==> src/rtl/tdm_mux8_pkg.sv <==
// Shared constants for the 8-lane TDM collector and its round-robin arbiter.
package tdm_mux8_pkg;
   localparam int NUM_LANES = 8;
   localparam int SEL_W     = 3;
   localparam int CNT_W     = 16;

   localparam logic [CNT_W-1:0] CNT_MAX = '1;
endpackage

==> src/rtl/tdm_mux8_rr_arb8.sv <==
// Combinational round-robin arbiter: first requester at or after ptr_i wins,
// searching upward and wrapping 7 -> 0.
module rr_arb8
   import tdm_mux8_pkg::*;
(
   input  logic [NUM_LANES-1:0] request_i,
   input  logic [SEL_W-1:0]     ptr_i,
   output logic [NUM_LANES-1:0] grant_o,
   output logic [SEL_W-1:0]     grant_idx_o
);

   logic             found;
   logic [SEL_W-1:0] idx;

   always_comb begin
      grant_o     = '0;
      grant_idx_o = '0;
      found       = 1'b0;
      idx         = '0;
      for (int k = 0; k < NUM_LANES; k++) begin
         // Offset addition wraps naturally in SEL_W bits.
         idx = ptr_i + SEL_W'(k);
         if (!found && request_i[idx]) begin
            found          = 1'b1;
            grant_o[idx]   = 1'b1;
            grant_idx_o    = idx;
         end
      end
   end

endmodule

==> src/rtl/tdm_mux8.sv <==
// 8-lane time-division collector: round-robin picks one eligible lane per
// cycle into a single registered output stage with a saturating beat counter.
module tdm_mux8
   import tdm_mux8_pkg::*;
#(
   parameter int WIDTH = 8
) (
   input  logic                       clk,
   input  logic                       rst_n,
   input  logic [NUM_LANES-1:0]       lane_en,
   input  logic [NUM_LANES-1:0]       in_valid,
   input  logic [NUM_LANES*WIDTH-1:0] in_data,
   output logic [NUM_LANES-1:0]       in_ready,
   output logic                       out_valid,
   input  logic                       out_ready,
   output logic [WIDTH-1:0]           out_data,
   output logic [SEL_W-1:0]           out_sel,
   output logic [CNT_W-1:0]           beat_cnt
);

   logic [NUM_LANES-1:0][WIDTH-1:0] lanes;
   logic [NUM_LANES-1:0]            eligible;
   logic [NUM_LANES-1:0]            grant;
   logic [SEL_W-1:0]                grant_idx;
   logic                            load_en;
   logic                            accept;

   logic                 out_valid_q, out_valid_d;
   logic [WIDTH-1:0]     out_data_q,  out_data_d;
   logic [SEL_W-1:0]     out_sel_q,   out_sel_d;
   logic [SEL_W-1:0]     ptr_q,       ptr_d;
   logic [CNT_W-1:0]     cnt_q,       cnt_d;

   assign lanes    = in_data;
   assign eligible = in_valid & lane_en;
   assign load_en  = !out_valid_q || out_ready;

   rr_arb8 u_arb (
      .request_i   (eligible),
      .ptr_i       (ptr_q),
      .grant_o     (grant),
      .grant_idx_o (grant_idx)
   );

   assign accept   = load_en && (|grant);
   // Reset forces ready low combinationally so no beat is taken while held.
   assign in_ready = (rst_n && load_en) ? grant : '0;

   always_comb begin
      out_valid_d = out_valid_q;
      out_data_d  = out_data_q;
      out_sel_d   = out_sel_q;
      ptr_d       = ptr_q;
      cnt_d       = cnt_q;
      if (accept) begin
         out_valid_d = 1'b1;
         out_data_d  = lanes[grant_idx];
         out_sel_d   = grant_idx;
         ptr_d       = grant_idx + SEL_W'(1);
      end else if (load_en) begin
         out_valid_d = 1'b0;
      end
      if (out_valid_q && out_ready && (cnt_q != CNT_MAX))
         cnt_d = cnt_q + CNT_W'(1);
   end

   always_ff @(posedge clk or negedge rst_n) begin
      if (!rst_n) begin
         out_valid_q <= 1'b0;
         out_data_q  <= '0;
         out_sel_q   <= '0;
         ptr_q       <= '0;
         cnt_q       <= '0;
      end else begin
         out_valid_q <= out_valid_d;
         out_data_q  <= out_data_d;
         out_sel_q   <= out_sel_d;
         ptr_q       <= ptr_d;
         cnt_q       <= cnt_d;
      end
   end

   assign out_valid = out_valid_q;
   assign out_data  = out_data_q;
   assign out_sel   = out_sel_q;
   assign beat_cnt  = cnt_q;

endmodule

==> config.mk <==
export PLATFORM = sky130hd
export DESIGN_NAME = tdm_mux8
export DESIGN_NICKNAME = d
export VERILOG_FILES = /design/src/rtl/tdm_mux8_pkg.sv /design/src/rtl/tdm_mux8_rr_arb8.sv /design/src/rtl/tdm_mux8.sv
export SDC_FILE = /design/constraint.sdc
export NUM_CORES = 1
export LEC_CHECK = 0
export ABC_CLOCK_PERIOD_IN_PS = 4420
export BUFFER_PORTS_ARGS = -buffer_cell sky130_fd_sc_hd__buf_4
export CORE_AREA = 5 5 98 91
export DETAILED_ROUTE_END_ITERATION = 7
export DIE_AREA = 0 0 103 96
export PLACE_DENSITY = 0.77
export REMOVE_ABC_BUFFERS = 1
export SETUP_SLACK_MARGIN = 0.5
export SYNTH_ARGS = -nofsm -noshare
export SYNTH_HDL_FRONTEND = slang
export SYNTH_SLANG_ARGS = --single-unit
==> constraint.sdc <==
create_clock -name clk -period 4.42 [get_ports clk]
set_input_delay 0.663 -clock clk [delete_from_list [all_inputs] [get_ports clk]]
set_output_delay 0.663 -clock clk [all_outputs]
set_load 0.005 [all_outputs]
==> impl_metrics.env <==
export IMPL_status="completed"
export IMPL_synthCells=393
export IMPL_clk_latency_worst_skew_pair_ps=280
export IMPL_timing_critical_path_to_type="flip-flop"
export IMPL_numPlacedInstances=621
export IMPL_post_drt_via_cell_ratio=6.09
export IMPL_max_slew_margin_pct=55.5
export IMPL_yosysWarningCount=0
export IMPL_achievable_frequency_ghz=0.254
export IMPL_crit_arrival_ps=4090
export IMPL_drt_antenna_violating_nets=0
export IMPL_cts_htree_levels=2
export IMPL_required_time_worst_endpoint_ps=4570
export IMPL_routed_wire_length_per_instance_um=18.7
export IMPL_synth_edff_count=0
export IMPL_grt_first_pass_wirelength_um=18600
export IMPL_post_synthesis_cell_type_with_the_largest_combined_area="dfrtp_1"
export IMPL_synthesized_area_divided_by_synthesized_cell_count_um2=9.06
export IMPL_instances_no_fill=652
export IMPL_rsz0062_at_grt="yes"
export IMPL_detailroute_via_count=3970
export IMPL_layout_commonest_cell="buf_4"
export IMPL_portBuffers=118
export IMPL_part_of_the_cycle_the_worst_path_needs_pct=89.0
export IMPL_hold_slack_ps=306
export IMPL_r2r_slack_ps=480
export IMPL_placement_setup_worst_slack_ps=194
export IMPL_fp_dieArea_um2=9890
export IMPL_final_net_count=643
export IMPL_synth_top_area_cells="dfrtp_1, mux2i_1, mux4_2"
export IMPL_hpwlAfterDp_um=9400
export IMPL_drc_violations_left=0
export IMPL_core_area_um2=7840
export IMPL_ff2ff_path_depth=12
export IMPL_layout_core_utilization_pct=67.4
export IMPL_synthDistinctLibCells=72
export IMPL_detail_route_first_pass_iterations=7
export IMPL_antennaDiodeCount=0
export IMPL_number_of_global_route_vias_before_repair=3879
export IMPL_synth_top_area_share_pct=21.8
export IMPL_path_max_fanout=13
export IMPL_track_usage_pct=23.6
export IMPL_regArea_um2=777
export IMPL_seq_area_frac_synth_pct=21.8
export IMPL_die_width_um=103
export IMPL_drv_slew=0
export IMPL_postSynth_topFlopCell="dfrtp_1"
export IMPL_multi_input_area_um2=2840
export IMPL_tritoncts_num_sinks=31
export IMPL_clk_pin_slew_ps=70
export IMPL_grt_start_max_net_pins=33
export IMPL_floorplan_rows=31
export IMPL_routed_wirelength_um=12200
export IMPL_grt_ovf=0
export IMPL_ioPinCount=119
export IMPL_timing_final_crit_period_ps=3940
export IMPL_synth_cell_area_um2=3560
export IMPL_area_growth_synth_to_final_pct=48.3
export IMPL_critPathLaunchType="flip-flop"
export IMPL_clock_skew_final_ps=8.33
export IMPL_postSynthRegisterBits=31
export IMPL_holdCritPathClass="input pin to async pin"
export IMPL_critical_path_reg2reg_startpoint="ptr_q[0]$_DFFE_PN0P_"
export IMPL_setup_viol_count_final=0
export IMPL_async_flop_share_pct=100
export IMPL_clk_root_buffer_cell="clkbuf_8"
export IMPL_detailedRoute_firstIterationViolations=323
export IMPL_layout_common_cells="buf_4, mux2i_1, nand2_1"
export IMPL_drv_cap=0
export IMPL_fraction_of_final_layout_cells_sized_beyond_drive_strength_1_pct=44.3
export IMPL_antenna_found_initial=0
export IMPL_clock_tree_buffer_depth=2
export IMPL_numCtsBuffers=5
export IMPL_tritoncts="built"
export IMPL_timing_final_hold_violations=0
export IMPL_worst_slew_pin_slew_ps=662
export IMPL_final_fill_count=621
export IMPL_gpl_final_weighted_congestion=1.04
export IMPL_reg2reg_to="out_data[5]$_DFFE_PN0P_"
export IMPL_path_class="flip-flop to flip-flop"
export IMPL_start_util_pct=45.4
export IMPL_dieHeight_um=96
export IMPL_finalWorstSetupSlack_ps=485
## stage by stage
stage	cell area, um^2	setup TNS (ps)
2_1_floorplan	3440	-27180
3_3_place_gp	4710	0
3_5_place_dp	4710	0
4_1_cts	4970	0
5_1_grt	5280	0
6_report	5280	0
## sequential cells by signal (all words and copies together), names as in the netlist
signal     flops
out_valid      1
out_sel        3
ptr_q          3
beat_cnt      16
out_data       8
## synth_stat cells, types with 4 or more instances
| library cell | n |
|---|---|
| mux2_4 | 7 |
| xor2_1 | 6 |
| a21oi_1 | 14 |
| mux2i_1 | 54 |
| a31oi_1 | 6 |
| mux4_2 | 10 |
| nand2_1 | 34 |
| o21ai_0 | 6 |
| dfrtp_1 | 31 |
| buf_2 | 7 |
| o211ai_1 | 5 |
| nor3_1 | 6 |
| xnor2_1 | 12 |
| o31ai_1 | 6 |
| nand3_1 | 24 |
| nand4_1 | 6 |
| clkbuf_1 | 8 |
| nor4_1 | 4 |
| ha_1 | 8 |
| a211oi_1 | 4 |
| nor2_1 | 26 |
| and2_1 | 10 |
| inv_1 | 8 |
| mux2_2 | 9 |
## worst max path at each step
stage                    startpoint                 endpoint  slack, ps
3_3_place_gp            in_valid[5]     ptr_q[1]$_DFFE_PN0P_        200
6_report       ptr_q[0]$_DFFE_PN0P_  out_data[5]$_DFFE_PN0P_        480
2_1_floorplan  ptr_q[0]$_DFFE_PN0P_  out_data[4]$_DFFE_PN0P_      -2190
3_5_place_dp            in_valid[2]  out_data[3]$_DFFE_PN0P_        190
5_1_grt        ptr_q[0]$_DFFE_PN0P_     ptr_q[1]$_DFFE_PN0P_        340
4_1_cts        ptr_q[0]$_DFFE_PN0P_              in_ready[4]        500
## layer usage
layer  vias to the layer above  track usage [%]  part of all wire, %
met5                         -                0                    0
met4                         0             6.69                  2.6
met3                        39             6.01                   11
met2                       259             39.9                   48
met1                      1845             29.9                   38
li1                       1827                -                    -
## cell type report
class                      instances  share of cell area, %
inverter                          11                  0.876
clock inverter                     2                  0.663
multi-input combinational        330                   53.8
clock buffer                       6                   1.56
sequential                        31                   14.7
timing repair buffer             173                   26.1
tap                               99                   2.34
## worst max-delay path, cell delays in order (launching register included)
cell and delay [ps]:
dfrtp_2 490, buf_12 160, nand3b_1 190, nand2_2 120, mux4_2 540, buf_4 180, nor4_2 490, a22oi_1 220
o31a_1 300, nor3b_1 140, and4b_1 220, a32o_4 430, mux2_1 330
## what timing repair did
action                     CTS  global route
buffers inserted             7            15
setup endpoints to repair   21            22
hold buffers                 0             0
resized for setup           19            31
pin swaps                    2            13
cloned                       0             1
## logic make-up (layout without fill, tap and decap cells)
logic type / Yosys count / after routing / share of synthesized area [%]
flops: 31 / 31 / 21.8
simple gates: 131 / 131 / 18.8
buf+inv: 32 / 192 / 4.46
mux: 83 / 83 / 28.3
xor+xnor: 20 / 20 / 5.34
fa+ha+maj: 8 / 8 / 2.81
compound gates: 88 / 88 / 18.6
Power is left out: the tool's default activity adds up to more than one toggle a clock period on the data nets, which glitch-free logic cannot reach.
